===== src/rtl/keccak_pkg.sv =====
// -----------------------------------------------------------------------------
// keccak_pkg
// Shared definitions for the keccak core front-end arbiter:
//   W                      - data word width of the core interface
//   HDR_IN_LEN_LSB/MSB     - position of in_len (bits) inside the header word
//   HDR_OUT_LEN_LSB/MSB    - position of out_len (bits) inside the header word
//   arb_state_t            - arbiter job FSM states
//   len_to_words()         - bit length -> number of W-bit words (ceiling)
// -----------------------------------------------------------------------------
package keccak_pkg;

    localparam int W               = 64;
    localparam int W_SHIFT         = $clog2(W);

    localparam int HDR_IN_LEN_LSB  = 0;
    localparam int HDR_IN_LEN_MSB  = 31;
    localparam int HDR_OUT_LEN_LSB = 32;
    localparam int HDR_OUT_LEN_MSB = 63;

    typedef enum logic [1:0] {
        ST_IDLE    = 2'd0,
        ST_HEADER  = 2'd1,
        ST_ABSORB  = 2'd2,
        ST_SQUEEZE = 2'd3
    } arb_state_t;

    // Ceiling of len / W. The addition is done in 33 bits so a length near
    // 2^32 does not wrap before the shift.
    function automatic logic [31:0] len_to_words(input logic [31:0] len);
        logic [32:0] sum;
        sum = {1'b0, len} + 33'(W - 1);
        return 32'(sum >> W_SHIFT);
    endfunction

endpackage


===== src/rtl/rr_arbiter.sv =====
// -----------------------------------------------------------------------------
// rr_arbiter
// Combinational round-robin pick: the first set bit of req, searching
// cyclically starting at last_gnt+1.
// Ports:
//   req      in  NUM_REQ  request vector
//   last_gnt in  IW       index granted most recently
//   winner   out IW       selected requester (0 when any = 0)
//   any      out 1        at least one request is pending
// -----------------------------------------------------------------------------
module rr_arbiter
    import keccak_pkg::*;
#(
    parameter int NUM_REQ = 2,
    localparam int IW     = $clog2(NUM_REQ)
) (
    input  logic [NUM_REQ-1:0] req,
    input  logic [IW-1:0]      last_gnt,
    output logic [IW-1:0]      winner,
    output logic               any
);

    logic [IW:0]        shamt;
    logic [NUM_REQ-1:0] rot;
    int                 pos;

    // Rotating the doubled vector right by last_gnt+1 puts the highest
    // priority requester at bit 0.
    assign shamt = {1'b0, last_gnt} + (IW+1)'(1);

    always_comb begin
        rot    = NUM_REQ'({req, req} >> shamt);
        pos    = 0;
        any    = 1'b0;
        // Scan downwards so the lowest rotated position wins.
        for (int i = NUM_REQ - 1; i >= 0; i--) begin
            if (rot[i]) begin
                pos = int'(last_gnt) + 1 + i;
                any = 1'b1;
            end
        end
        if (pos >= NUM_REQ) begin
            pos = pos - NUM_REQ;
        end
        winner = IW'(pos);
    end

endmodule


===== src/rtl/keccak_arbiter.sv =====
// -----------------------------------------------------------------------------
// keccak_arbiter
// Shares one keccak core between NUM_REQ requesters. A job is one header
// word, ceil(in_len/W) message words and max(1, ceil(out_len/W)) output
// words; the owner keeps the core for the whole job.
// Ports:
//   clk, rst                 clock, asynchronous active-low reset
//   req_valid/req_data/      per-requester input word stream
//   req_ready
//   rsp_valid/rsp_ready      per-requester output handshake
//   rsp_data                 output word, shared by all requesters
//   core_valid_in_n/         core input side (valid active-low)
//   core_data_in/
//   core_ready_out
//   core_ready_in_n/         core output side (ready active-low)
//   core_valid_out/
//   core_data_out
//   busy, gnt_id             job in progress and its owner
// -----------------------------------------------------------------------------
module keccak_arbiter
    import keccak_pkg::*;
#(
    parameter int NUM_REQ = 2,
    localparam int IW     = $clog2(NUM_REQ)
) (
    input  logic                 clk,
    input  logic                 rst,
    input  logic [NUM_REQ-1:0]   req_valid,
    input  logic [NUM_REQ*W-1:0] req_data,
    output logic [NUM_REQ-1:0]   req_ready,
    output logic [NUM_REQ-1:0]   rsp_valid,
    input  logic [NUM_REQ-1:0]   rsp_ready,
    output logic [W-1:0]         rsp_data,
    output logic                 core_valid_in_n,
    output logic [W-1:0]         core_data_in,
    input  logic                 core_ready_out,
    output logic                 core_ready_in_n,
    input  logic                 core_valid_out,
    input  logic [W-1:0]         core_data_out,
    output logic                 busy,
    output logic [IW-1:0]        gnt_id
);

    arb_state_t    state;
    logic [IW-1:0] last_gnt;
    logic [31:0]   in_cnt;
    logic [31:0]   out_cnt;

    logic [W-1:0]  req_words [NUM_REQ];
    logic [IW-1:0] arb_winner;
    logic          arb_any;

    logic          in_phase;
    logic          out_phase;
    logic          sel_valid;
    logic          sel_rsp_ready;
    logic [W-1:0]  sel_data;
    logic          in_xfer;
    logic          out_xfer;
    logic [31:0]   hdr_in_words;
    logic [31:0]   hdr_out_words;
    logic [31:0]   out_load;

    genvar gi;

    generate
        for (gi = 0; gi < NUM_REQ; gi++) begin : g_unpack
            assign req_words[gi] = req_data[gi*W +: W];
        end
    endgenerate

    rr_arbiter #(
        .NUM_REQ (NUM_REQ)
    ) u_rr (
        .req      (req_valid),
        .last_gnt (last_gnt),
        .winner   (arb_winner),
        .any      (arb_any)
    );

    assign in_phase      = (state == ST_HEADER) || (state == ST_ABSORB);
    assign out_phase     = (state == ST_SQUEEZE);

    assign sel_valid     = req_valid[gnt_id];
    assign sel_rsp_ready = rsp_ready[gnt_id];
    assign sel_data      = req_words[gnt_id];

    // Handshake outputs are pure gating of the registered state, so they
    // fall to their idle values the moment reset forces the FSM to IDLE.
    assign core_valid_in_n = in_phase  ? !sel_valid     : 1'b1;
    assign core_data_in    = in_phase  ? sel_data       : '0;
    assign core_ready_in_n = out_phase ? !sel_rsp_ready : 1'b1;
    assign rsp_data        = out_phase ? core_data_out  : '0;

    assign in_xfer  = in_phase  && sel_valid      && core_ready_out;
    assign out_xfer = out_phase && core_valid_out && sel_rsp_ready;

    generate
        for (gi = 0; gi < NUM_REQ; gi++) begin : g_route
            logic owner;
            assign owner         = busy && (gnt_id == IW'(gi));
            assign req_ready[gi] = owner && in_phase  && core_ready_out;
            assign rsp_valid[gi] = owner && out_phase && core_valid_out;
        end
    endgenerate

    // Header decode, only meaningful during the HEADER transfer.
    assign hdr_in_words  = len_to_words(sel_data[HDR_IN_LEN_MSB:HDR_IN_LEN_LSB]);
    assign hdr_out_words = len_to_words(sel_data[HDR_OUT_LEN_MSB:HDR_OUT_LEN_LSB]);
    // A zero output length still produces one squeeze word.
    assign out_load      = (hdr_out_words == 32'd0) ? 32'd1 : hdr_out_words;

    always_ff @(posedge clk or negedge rst) begin
        if (!rst) begin
            state    <= ST_IDLE;
            busy     <= 1'b0;
            gnt_id   <= '0;
            last_gnt <= IW'(NUM_REQ - 1);
            in_cnt   <= '0;
            out_cnt  <= '0;
        end else begin
            case (state)
                ST_IDLE: begin
                    if (arb_any) begin
                        gnt_id   <= arb_winner;
                        last_gnt <= arb_winner;
                        busy     <= 1'b1;
                        state    <= ST_HEADER;
                    end
                end
                ST_HEADER: begin
                    if (in_xfer) begin
                        in_cnt  <= hdr_in_words;
                        out_cnt <= out_load;
                        state   <= (hdr_in_words == 32'd0) ? ST_SQUEEZE : ST_ABSORB;
                    end
                end
                ST_ABSORB: begin
                    if (in_xfer) begin
                        in_cnt <= in_cnt - 32'd1;
                        if (in_cnt == 32'd1) begin
                            state <= ST_SQUEEZE;
                        end
                    end
                end
                ST_SQUEEZE: begin
                    if (out_xfer) begin
                        out_cnt <= out_cnt - 32'd1;
                        // Completion returns to IDLE; arbitration happens
                        // there on the following cycle.
                        if (out_cnt == 32'd1) begin
                            state <= ST_IDLE;
                            busy  <= 1'b0;
                        end
                    end
                end
                default: begin
                    state <= ST_IDLE;
                end
            endcase
        end
    end

endmodule


===== config.mk =====
export PLATFORM = sky130hd
export DESIGN_NAME = keccak_arbiter
export DESIGN_NICKNAME = d
export VERILOG_FILES = /design/src/rtl/keccak_pkg.sv /design/src/rtl/rr_arbiter.sv /design/src/rtl/keccak_arbiter.sv
export SDC_FILE = /design/constraint.sdc
export NUM_CORES = 1
export LEC_CHECK = 0
export BUFFER_PORTS_ARGS = -buffer_cell sky130_fd_sc_hd__buf_2
export CAP_MARGIN = 20
export CORE_UTILIZATION = 42
export DETAILED_ROUTE_END_ITERATION = 8
export HOLD_SLACK_MARGIN = 0.02
export PLACE_DENSITY = 0.74
export RECOVER_POWER = 25
export SLEW_MARGIN = 30
export SYNTH_ARGS = -nofsm -noshare
export SYNTH_HDL_FRONTEND = slang
export SYNTH_SLANG_ARGS = --single-unit

===== constraint.sdc =====
create_clock -name clk -period 3.3 [get_ports clk]
set_input_delay 0.33 -clock clk [delete_from_list [all_inputs] [get_ports clk]]
set_output_delay 0.33 -clock clk [all_outputs]
set_load 0.005 [all_outputs]

Word-level counts from Yosys, hierarchy flattened --
Cells that the tools add are included.
Storage, ports and cells: bits in registers 69, input bits 200
Cells by class: add/subtract/negate cells 8, order comparisons 3, equality and inequality tests 11, shift-type cells 1, multiplexer cells 35, bitwise gates (word level) 2, reduce and logical (&&, ||, !) cells 28
Operators by type and width (count):
- 2-to-1 mux 64 bit | 5
- 2-to-1 mux 32 bit | 6
- one-hot mux 32 bit (2 select lines) | 2
- adder 32 x 6 -> 33 bit (second input constant) | 2
- == test 32 x 1 -> 1 bit (second input constant) | 2
- zero test 32 bit | 2
- subtractor 32 x 1 -> 32 bit (second input constant) | 2
- adder 32 x 2 -> 32 bit (second input constant) | 1
- greater-or-equal comparator 32 x 3 -> 1 bit (second input constant) | 1
- 2-to-1 mux 27 bit | 1
- logical AND 1 bit | 14
- 2-to-1 mux 1 bit | 13
- 2-to-1 mux 2 bit | 6
- one-hot mux 2 bit (4 select lines) | 1
- inequality test 2 x 1 -> 1 bit (second input constant) | 3
- inequality test 2 bit (second input constant) | 3
- AND reduction 3 bit | 2
- AND reduction 6 bit | 1
- nonzero test 2 bit | 3
- adder 1 x 1 -> 2 bit (second input constant) | 2
- == test 2 bit (second input constant) | 2
- AND reduction 4 bit | 1
- right shift 4 x 2 -> 2 bit | 1
- == test 2 x 1 -> 1 bit (second input constant) | 1
- 10 further kinds | 11

Longest topological paths before layout --
Gate-level depths: netlist of run 1.
depth after elaboration 9, gate-level depth with buffers 13

Hierarchy --
From an unflattened synthesis of run 1, not the netlist that was laid out.
Second synthesis, totals: cell total of the unflattened synthesis 1044, area total of the unflattened synthesis 7713.6 sq um
Modules (own cells, without submodules):
- keccak_arbiter | times used 1, cells each 1042, area an instance 7699.9 sq um, sequential area each 1727.9 sq um
- rr_arbiter | times used 1, cells each 2, area an instance 13.8 sq um, sequential area each 0.0 sq um

Worst setup path after synthesis of run 1 --
OpenSTA, ideal clock, no wires.
path kind register to register, start point reg out_cnt[0], end point reg out_cnt[22], setup time 0.137 ns, data arrival time 2.541 ns, required time 3.163 ns, setup slack 0.622 ns, cell stages (with the launch flop) 11, path buffers 0, cell sequence dfrtp_1 -> inv_1 -> ha_1 -> nor3b_2 -> nand2_2 -> or4b_4 -> or3_4 -> nand2b_4 -> or3_1 -> mux2i_1 -> a21oi_1
Between the ends: word-level cells in the longest chain between the ends 3
RTL lines:
- start: declaration | line keccak_arbiter.sv:47 | logic [31:0] out_cnt;
- start signal: assignment | line keccak_arbiter.sv:134 | out_cnt <= out_load;
- start signal: assignment | line keccak_arbiter.sv:148 | out_cnt <= out_cnt - 32'd1;
- subtractor 32 x 1 -> 32 bit | line keccak_arbiter.sv:148
- 2-to-1 mux 32 bit | line keccak_arbiter.sv:147 | if (out_xfer) begin
- one-hot mux 32 bit (2 select lines) | line keccak_arbiter.sv:122 | case (state)
No other way between the ends. The select of a mux whose other input is x is not followed. A chain may end at the register's enable or synchronous reset.

Final worst setup path of run 1 --
start point reg gnt_id, end point reg in_cnt[24]
Between the ends: word-level cells in the longest chain between the ends 7
RTL lines:
- start: declaration | line keccak_arbiter.sv:41 | output logic [IW-1:0] gnt_id
- start signal: assignment | line keccak_arbiter.sv:125 | gnt_id <= arb_winner;
- inverter 1 -> 2 bit (not written as such) | line keccak_arbiter.sv:86 | assign sel_data = req_words[gnt_id];
- 2-to-1 mux 64 bit (not written as such) (3 in series) | line keccak_arbiter.sv:86
- adder 32 x 6 -> 33 bit | line keccak_pkg.sv:31 | sum = {1'b0, len} + 33'(W - 1);
- 2-to-1 mux 32 bit | line keccak_arbiter.sv:132 | if (in_xfer) begin
- one-hot mux 32 bit (2 select lines) | line keccak_arbiter.sv:122
- end signal: assignment | line keccak_arbiter.sv:133 | in_cnt <= hdr_in_words;
- end signal: assignment | line keccak_arbiter.sv:140 | in_cnt <= in_cnt - 32'd1;
- end: declaration | line keccak_arbiter.sv:46 | logic [31:0] in_cnt;
Several ways; a longest one is shown, not always the timed one. The select of a mux whose other input is x is not followed.

==> results of run 1 <==
stage by stage:
stage	setup slack, ns	power [W]	hold WS (ns)
after global placement	0.3320	0.006895	0.3979
after CTS	0.2158	0.007884	0.02736
final	0.2589	0.007915	0.2173
after global routing	0.09831	0.008480	0.2486
after floorplan	0.6218	0.005040	0.03441
after detailed placement	0.2427	0.006984	0.3919
cells by family after synthesis:
kind of cell / after synthesis / share of synthesized area, %
compound gates: 277 / 22.98
xor+xnor: 41 / 4.474
fa+ha+maj: 8 / 1.247
buf+inv: 85 / 4.723
flops: 69 / 21.53
mux: 76 / 9.805
simple gates: 487 / 35.25
state kept, by name, summed over array words and instances, names as in the netlist:
name,flops
busy,1
gnt_id,1
in_cnt,32
last_gnt,1
out_cnt,32
state,2
worst max-delay path: cells and delay by family, from the launching register on:
kind                   cells  cell delay (ns)
AO/OA/AOI/OAI              4             0.71
AND/OR/NAND/NOR            4             1.05
buffers and inverters      3             0.60
flip-flops                 1             0.58
power by group:
group	total, W	leakage, nW	internal (W)	switching [W]
Sequential	0.00166	0.814	0.00119	0.000463
Clock	0.000873	0.126	0.000501	0.000372
Combinational	0.00538	3.76	0.00238	0.00300
Total	0.00792	4.70	0.00408	0.00383
cells in the mapped netlist (6+ instances only):
cell type / n / area (sq um)
o21ai_0: 63 / 315.3
o22ai_1: 20 / 125.1
xnor2_1: 23 / 201.4
buf_2: 12 / 60.06
nor4_1: 15 / 93.84
inv_1: 23 / 86.33
or3_1: 11 / 68.82
mux2i_1: 64 / 640.6
a31oi_1: 17 / 106.4
or4_1: 6 / 45.04
nand3_1: 43 / 215.2
o31ai_1: 8 / 60.06
and2_1: 71 / 444.2
a22o_1: 8 / 70.07
and3_1: 6 / 37.54
ha_1: 8 / 100.1
nor2_1: 63 / 236.5
nand2_1: 90 / 337.8
o21a_1: 6 / 45.04
nand4b_1: 6 / 52.55
xor2_1: 18 / 157.7
a22oi_1: 6 / 45.04
nor3_1: 34 / 170.2
clkbuf_1: 40 / 150.1
or2_2: 7 / 43.79
nand4_1: 21 / 131.4
a21oi_1: 72 / 360.4
nor2b_1: 59 / 369.1
nand3b_1: 6 / 45.04
nand2b_1: 7 / 43.79
mux2_2: 8 / 90.09
dfrtp_1: 68 / 1702
layout make-up:
type / instances / area (sq um)
clock inverter: 3 / 15.01
clock buffer: 12 / 236.5
inverter: 23 / 86.33
timing repair buffer: 373 / 2001
multi-input combinational: 889 / 5936
fill: 1790 / 8407
sequential: 69 / 1732
tap: 234 / 292.8
final timing paths:
check	startpoint	to	slack (ns)	cells past startpoint
min in group asynchronous	rst	out_cnt[27]	0.55	2
min reg2reg	in_cnt[27]	in_cnt[27]	0.47	1
max in group asynchronous	rst	gnt_id	1.44	2
min	req_valid[0]	last_gnt	0.22	2
max reg2reg	gnt_id	in_cnt[24]	0.26	11
max	gnt_id	in_cnt[24]	0.26	11
routing by layer:
layer | routed length [um] | track usage (%) | part of all wire (%) | vias to the layer above
li1 | - | - | - | 4496
met1 | 11700 | 34.22 | 40 | 4423
met2 | 14200 | 50.18 | 49 | 435
met3 | 2277 | 6.188 | 7.9 | 60
met4 | 728 | 9.601 | 2.5 | 6
met5 | 34 | 0 | 0.12 | -
what timing repair did:
| item | 4_1_cts | 5_1_grt |
|---|---|---|
| setup endpoints to repair | 0 | 1 |
| setup buffers | 0 | 2 |
| hold endpoints to repair | 0 | 0 |
| gates resized for setup | 0 | 0 |
==> run metrics, run 1 <==
main flop type after synthesis=dfrtp_1; GPL Wtd Cong=between 0.9 and 1; crit-path max FO=32; total track usage=28.50%; DRT iter0 DRCs=roughly 730; Sink Count=69; first-pass GRT wire length=roughly 44 mm; Layout Utilization=a little under three fifths; final setup TNS=0 ns; Area Overhead vs Synth=28.31%; Worst-path clk slew=0.06 ns; worst min path class=in2reg; Setup CP Type=reg2reg; relative slew slack=-20.68%; post-synth cell types=95; Max Slew Vio Count=70; Mapped Area=8026 sq um; Worst EP required=approximately 3.6 ns; total routed wirelength=about 29 mm; status=finished, violations left; CTS root buf=clkbuf_16; HPWL after DPL=22.78 mm; Avg Cell Area, Syn=~7.7 sq um; Max Buffers Root-to-Sink=2; Final setup viols=0; DR pass1 iterations=6; Max Clk Rate=approximately 330 MHz; placed cell count=1586; Site Rows=50; Arr. time, crit path=around 3.3 ns; syn_nets=1251; area post-placement=about 10000 sq um; Slowest-stage cell, CP=dfrtp_4; Die Height=140.2 um; cell mode on critical path=buf_4; port bufs=roughly 340; vias in the first global route=just under 9000; RSZ-0062 raised after global routing=no; worst skew pair latency=0.35 ns; failing checks=max-capacitance violations, max-slew violations; Max Cap Viol=1; CTS Buf Count=9; #FFs+latches synth=69; Post-Syn Instances=1043; antenna violations before repair=3; DRC viols=0; Critical Path Max Stage Delay=about 0.58 ns; register area share after synthesis=21.53%; IO Count=336; Die X=about 140 um; cell area after layout=roughly 10000 sq um; Final Instance Count excl. Fillers=about 1600; Worst Skew=~0.0074 ns; Via Count=9420; Power Dens Cells=768.6 nW/um^2; CTS tree=built; largest net degree at the start of global routing=70; die area=between 15000 and 20000 sq um; most frequent cells in the layout=buf_2, nand2_1, a21oi_1, and2_1, dfrtp_1; share of cells above drive strength 1=about a third; n_diodes=0; commonest non-fill, non-tap cell in the layout=buf_2; global route overflow=0; H-tree levels=3; starting density of the core=a little over two fifths; Core Region=about 19000 sq um; Post-layout nets=1573; WL/cell=between 15 and 20 um; period utilization=between 90 and 100%; Max VDD drop=roughly 0.44 mV; Yosys Warn Count=0; final hold vios=0; final antenna-violating net count=0; Post-synth EDFFs=0; Lkg Pwr=4.700 nW; worst-path cell chain=buf_12 > buf_4 > nand4b_1 > a2bb2oi_2 > nand3_2 > nor4_4 > buf_4 > or3b_1 > a21o_1 > a22o_1 > a21oi_1; startpoint types=register; Worst Max-Slew Pin Slew=1.810 ns; crit path capture type=register; hold bufs inserted after CTS=0; DR vias/cell=~6; Async SR Flop Fraction=between 90% and 100%; min cycle time layout=a little over 3 ns
Note: power is estimated with default switching activity, not from simulation.
==> run 2, diff against run 1 <==
==> constraint.sdc (replaced) <==
create_clock -name clk -period 3.3 [get_ports clk]
set_input_delay 0.495 -clock clk [delete_from_list [all_inputs] [get_ports clk]]
set_output_delay 0.495 -clock clk [all_outputs]
set_load 0.005 [all_outputs]
==> run metrics, run 2 (same netlist as run 1, synthesis figures left out) <==
DR vias/cell=5.838 (was 5.876); Arr. time, crit path=3.34 ns (was 3.31 ns); area post-placement=10040 sq um (about the same); RSZ-0062 raised after global routing=no (unchanged); most frequent cells in the layout=buf_2, nand2_1, a21oi_1, and2_1, dfrtp_1 (unchanged); Setup CP Type=reg2reg (unchanged); min cycle time layout=3.086 ns (was 3.041 ns); starting density of the core=42.91% (unchanged); Sink Count=69 (unchanged); crit-path max FO=44 (was 32); antenna violations before repair=3 (unchanged); hold bufs inserted after CTS=0 (unchanged); startpoint types=register (unchanged); total routed wirelength=28.35 mm (was 28.95 mm); biggest regs=in_cnt x32, out_cnt x32, state x2 (unchanged); IO Count=336 (unchanged); cell area after layout=10330 sq um (was 10300 sq um); Die Height=140.2 um (unchanged); crit path capture type=register (unchanged); Worst Max-Slew Pin Slew=1.302 ns (was 1.810 ns); final hold vios=0 (unchanged); die area=19670 sq um (unchanged); H-tree levels=3 (unchanged); status=finished clean (was finished, violations left); overall power=0.007962 W (was 0.007915 W); Max Buffers Root-to-Sink=2 (unchanged); share of cells above drive strength 1=32.60% (was 32.43%); RR Startpoint=gnt_id (unchanged); Post-layout nets=1574 (was 1573); WHS Path Cells=2 (unchanged); relative slew slack=13.23% (was -20.68%); Max Cap Viol=0 (was 1); Die X=140.2 um (unchanged); period utilization=93.53% (was 92.16%); DRC viols=0 (unchanged); largest net degree at the start of global routing=67 (was 70); DR pass1 iterations=5 (was 6); Worst-path clk slew=0.06 ns (about the same); GPL Wtd Cong=0.9828 (was 0.9647); hold path startpoint=req_valid[0] (unchanged); global route overflow=0 (unchanged); Max Slew Vio Count=0 (was 70); first-pass GRT wire length=44.79 mm (was 44.33 mm); Post CTS Setup Buffer Count=0 (unchanged); port bufs=335 (unchanged); Area Overhead vs Synth=28.67% (was 28.31%); Max Clk Rate=324.0 MHz (was 328.8 MHz); Power Dens Cells=771.0 nW/um^2 (was 768.6 nW/um^2); Worst Skew=0.01152 ns (was 0.007410 ns); WL/cell=17.65 um (was 18.06 um); R2R cell count=9 (was 11); final antenna-violating net count=0 (unchanged); Max VDD drop=0.4062 mV (was 0.4354 mV); DRT iter0 DRCs=600 (was 731); Site Rows=50 (unchanged); Worst EP required=3.56 ns (was 3.57 ns); total track usage=28.42% (was 28.50%); worst min path class=in2reg (unchanged); worst skew pair latency=0.34 ns (was 0.35 ns); Final setup viols=0 (unchanged); CTS root buf=clkbuf_16 (unchanged); final setup TNS=0 ns (unchanged); Min Hold Slack=0.4307 ns (was 0.2173 ns); Core Region=18710 sq um (unchanged); CTS tree=built (unchanged); HPWL after DPL=22.60 mm (was 22.78 mm); critical path launch point=gnt_id (unchanged); vias in the first global route=8770 (was 8655); CTS Buf Count=9 (unchanged); commonest non-fill, non-tap cell in the layout=buf_2 (unchanged); Via Count=9376 (was 9420); Lkg Pwr=4.709 nW (was 4.700 nW)
## run 2: metrics by stage
step           setup slack, ns  util (%)  std cells
2_1_floorplan           0.6218         -       1043
3_3_place_gp            0.2950     53.68       1589
3_5_place_dp            0.2588     53.68       1589
4_1_cts                 0.2422     55.25       1605
5_1_grt                0.02464     55.21       1606
6_report                0.2136     55.21       1606
## run 2: final cells by class
class	instances	area [sq um]
antenna	1	2.502
clock buffer	12	246.5
clock inverter	4	47.55
fill	1778	8378
inverter	23	86.33
multi-input combinational	889	5942
sequential	69	1732
tap	234	292.8
timing repair buffer	374	1978
## run 2: layer usage
metal	track usage, %	up-vias	routed length [um]
met1	34.80	4367	11560
met5	0	-	23
met4	8.386	4	691
met2	50.00	439	13880
li1	-	4510	-
met3	5.880	56	2189
## run 2: path summary, 6_finish.rpt
path / to / slack, ns
worst min-delay path: last_gnt / 0.43
min in group asynchronous: in_cnt[20] / 0.44
worst max register to register: in_cnt[24] / 0.21
worst min register to register: in_cnt[27] / 0.50
max in group asynchronous: gnt_id / 0.87
worst max-delay path: in_cnt[24] / 0.21
## run 2: timing repair
item | CTS | global route
hold endpoints to repair | 0 | 0
setup endpoints to repair | 0 | 1
resized for setup | 0 | 1
## run 2: critical path: stages, from the launching register on
cell      delay (ns)
dfrtp_4         0.59
buf_12          0.23
nand4b_1        0.24
a21oi_2         0.28
nand3_2         0.30
nor4_4          0.43
or3b_1          0.41
a21o_1          0.20
a22o_1          0.18
a21oi_1         0.14
## run 2: power by group
part           internal, W  switching, W
Clock             0.000603      0.000363
Combinational      0.00236       0.00298
Sequential         0.00119      0.000459
Total              0.00416       0.00381
==> run 3, diff against run 2 <==
--- a/config.mk
+++ b/config.mk
@@ -11,2 +11,3 @@
 export DETAILED_ROUTE_END_ITERATION = 8
+export GPL_TIMING_DRIVEN = 0
 export HOLD_SLACK_MARGIN = 0.02
==> constraint.sdc (replaced) <==
create_clock -name clk -period 3.7 [get_ports clk]
set_input_delay 0.185 -clock clk [delete_from_list [all_inputs] [get_ports clk]]
set_output_delay 0.185 -clock clk [all_outputs]
set_load 0.005 [all_outputs]
==> run metrics, run 3 (same netlist as run 1, synthesis figures left out) <==
relative slew slack=-57.95% (was 13.23%); Setup CP Type=reg2out (was reg2reg); startpoint types=register (unchanged); vias in the first global route=9121 (was 8770); WL met3=3.511 mm (was 2.189 mm); crit path capture type=output port (was register); period utilization=97.36%; DR vias/cell=6.082 (was 5.838); Reg area=1728 sq um (was 1732 sq um); DRC viols=0 (unchanged); DR pass1 iterations=5 (unchanged); Die X=140.2 um (unchanged); Power Dens Cells=740.8 nW/um^2 (was 771.0 nW/um^2); status=finished, violations left (was finished clean); share of cells above drive strength 1=30.37% (was 32.60%); antenna violations before repair=3 (unchanged); Worst Skew=0.01068 ns (was 0.01152 ns); worst skew pair latency=0.34 ns (about the same); cell area after layout=10350 sq um (was 10330 sq um); Worst EP required=3.51 ns (was 3.56 ns); port bufs=335 (unchanged); Via Count=9920 (was 9376); final setup TNS=0 ns (unchanged); failing checks=max-capacitance violations, max-slew violations; Worst Max-Slew Pin Slew=2.369 ns (was 1.302 ns); Slowest-stage cell, CP=dfrtp_1 (was dfrtp_4); DR top layer=met5 (unchanged); worst-path cell chain=buf_6 > buf_8 > buf_6 > buf_4 > clkbuf_4 > buf_4 > buf_2 > buf_4 > mux2i_1 > nor2b_1 > buf_2 (was buf_12 > nand4b_1 > a21oi_2 > nand3_2 > nor4_4 > or3b_1 > a21o_1 > a22o_1 > a21oi_1); Max Buffers Root-to-Sink=2 (unchanged); CTS root buf=clkbuf_16 (unchanged); overall power=0.007665 W (was 0.007962 W); CTS Buf Count=9 (unchanged); final antenna-violating net count=0 (unchanged); crit-path max FO=10 (was 44); cell mode on critical path=buf_4; DRT iter0 DRCs=979 (was 600); Max Clk Rate=277.6 MHz; largest net degree at the start of global routing=41 (was 67); commonest non-fill, non-tap cell in the layout=buf_2 (unchanged); total track usage=32.68% (was 28.42%); Arr. time, crit path=3.42 ns (was 3.34 ns); Die Height=140.2 um (unchanged); Sink Count=69 (unchanged); Core Region=18710 sq um (unchanged); area post-placement=10020 sq um (was 10040 sq um); starting density of the core=42.91% (unchanged); final hold vios=0 (unchanged); GPL Wtd Cong=0.9948 (was 0.9828); met1 wire length=12.76 mm (was 11.56 mm); WHS Path Cells=2 (unchanged); R2R cell count=10 (was 9); Layout Utilization=55.32% (was 55.21%); biggest regs=in_cnt x32, out_cnt x32, state x2 (unchanged); IO Count=336 (unchanged); first-pass GRT wire length=49.68 mm (was 44.79 mm); Post-layout nets=1599 (was 1574); DR WL met2=15.08 mm (was 13.88 mm); min cycle time layout=3.602 ns; global route overflow=0 (unchanged); Lkg Pwr=4.677 nW (was 4.709 nW); Site Rows=50 (unchanged); die area=19670 sq um (unchanged); H-tree levels=3 (unchanged); area of the multi-input gates=5919 sq um (was 5942 sq um); total routed wirelength=32.74 mm (was 28.35 mm); CTS tree=built (unchanged); Max Slew Vio Count=41 (was 0); most frequent cells in the layout=buf_2, nand2_1, a21oi_1, and2_1, dfrtp_1 (unchanged); WL/cell=20.07 um (was 17.65 um); HPWL after DPL=25.60 mm (was 22.60 mm); Critical Path Max Stage Delay=0.37 ns (was 0.59 ns); Max Cap Viol=1 (was 0); Area Overhead vs Synth=28.92% (was 28.67%); Worst-path clk slew=0.06 ns (about the same); fill count=1754 (was 1778); Max VDD drop=0.6012 mV (was 0.4062 mV); worst min path class=in2reg (unchanged); Final setup viols=0 (unchanged); RSZ-0062 raised after global routing=no (unchanged)
## run 3: changes by cell type in the layout (fill, tap and decap cells not counted), moves of 2 or more
cell | before | now
buf_2 | 334 | 341
clkbuf_4 | 0 | 2
buf_6 | 0 | 3
ha_1 | 6 | 8
ha_2 | 2 | 0
clkbuf_1 | 3 | 42
buf_4 | 37 | 6
buf_1 | 0 | 3
inv_6 | 0 | 3
clkinv_2 | 2 | 0
## run 3: per-layer routing
metal / up-vias / global-route usage [%]
met4: 4 / 15.96
met5: - / 0
met2: 660 / 53.89
li1: 4549 / -
met3: 94 / 8.513
met1: 4613 / 39.52
## run 3: repair_timing
item                       4_1_cts  5_1_grt
pin swaps                        0        0
hold endpoints to repair        38        0
hold buffers                     1        0
setup endpoints to repair       15        4
resized for setup                3        2
setup buffers                    0        0
## run 3: through the flow
step                      std cells  hold WS (ns)  setup slack (ns)
after floorplan                1043       -0.1106             1.022
after global placement         1612        0.4660            0.1862
after detailed placement       1613        0.2204            0.2153
after CTS                      1630        0.1155           0.09974
after global routing           1631        0.1485           0.02989
final                          1631        0.1240           0.09770
## run 3: worst paths after layout
kind                              start               end  slack [ns]
max reg2reg                    state[0]       out_cnt[10]        0.20
min                        req_valid[0]          last_gnt        0.12
max in group asynchronous           rst        in_cnt[16]        0.80
min reg2reg                  in_cnt[27]        in_cnt[27]        0.49
min in group asynchronous           rst       out_cnt[26]        1.13
max                              gnt_id  core_data_in[11]         0.1
## run 3: critical path: cells and delay by family, from the launching register on
family | cells | cell delay, ns
buf+inv | 9 | 2.29
flops | 1 | 0.37
mux | 1 | 0.32
simple gates | 1 | 0.08
## run 3: area by class of cell
type / instances / share of cell area (%)
plain buffers: 62 / 2.950
multi-input cells: 889 / 57.21
inverters: 23 / 0.8343
clock inverters: 6 / 0.9069
well taps: 234 / 2.830
flip-flops and latches: 69 / 16.70
repair buffers: 337 / 16.34
clock buffers: 10 / 2.213
diodes: 1 / 0.02418
## run 3: where the power goes
group,internal [W],switching (W),leakage (nW)
clock,0.000598,0.000361,0.154
combinational,0.00211,0.00316,3.71
sequential,0.00106,0.000370,0.815
total,0.00377,0.00389,4.68
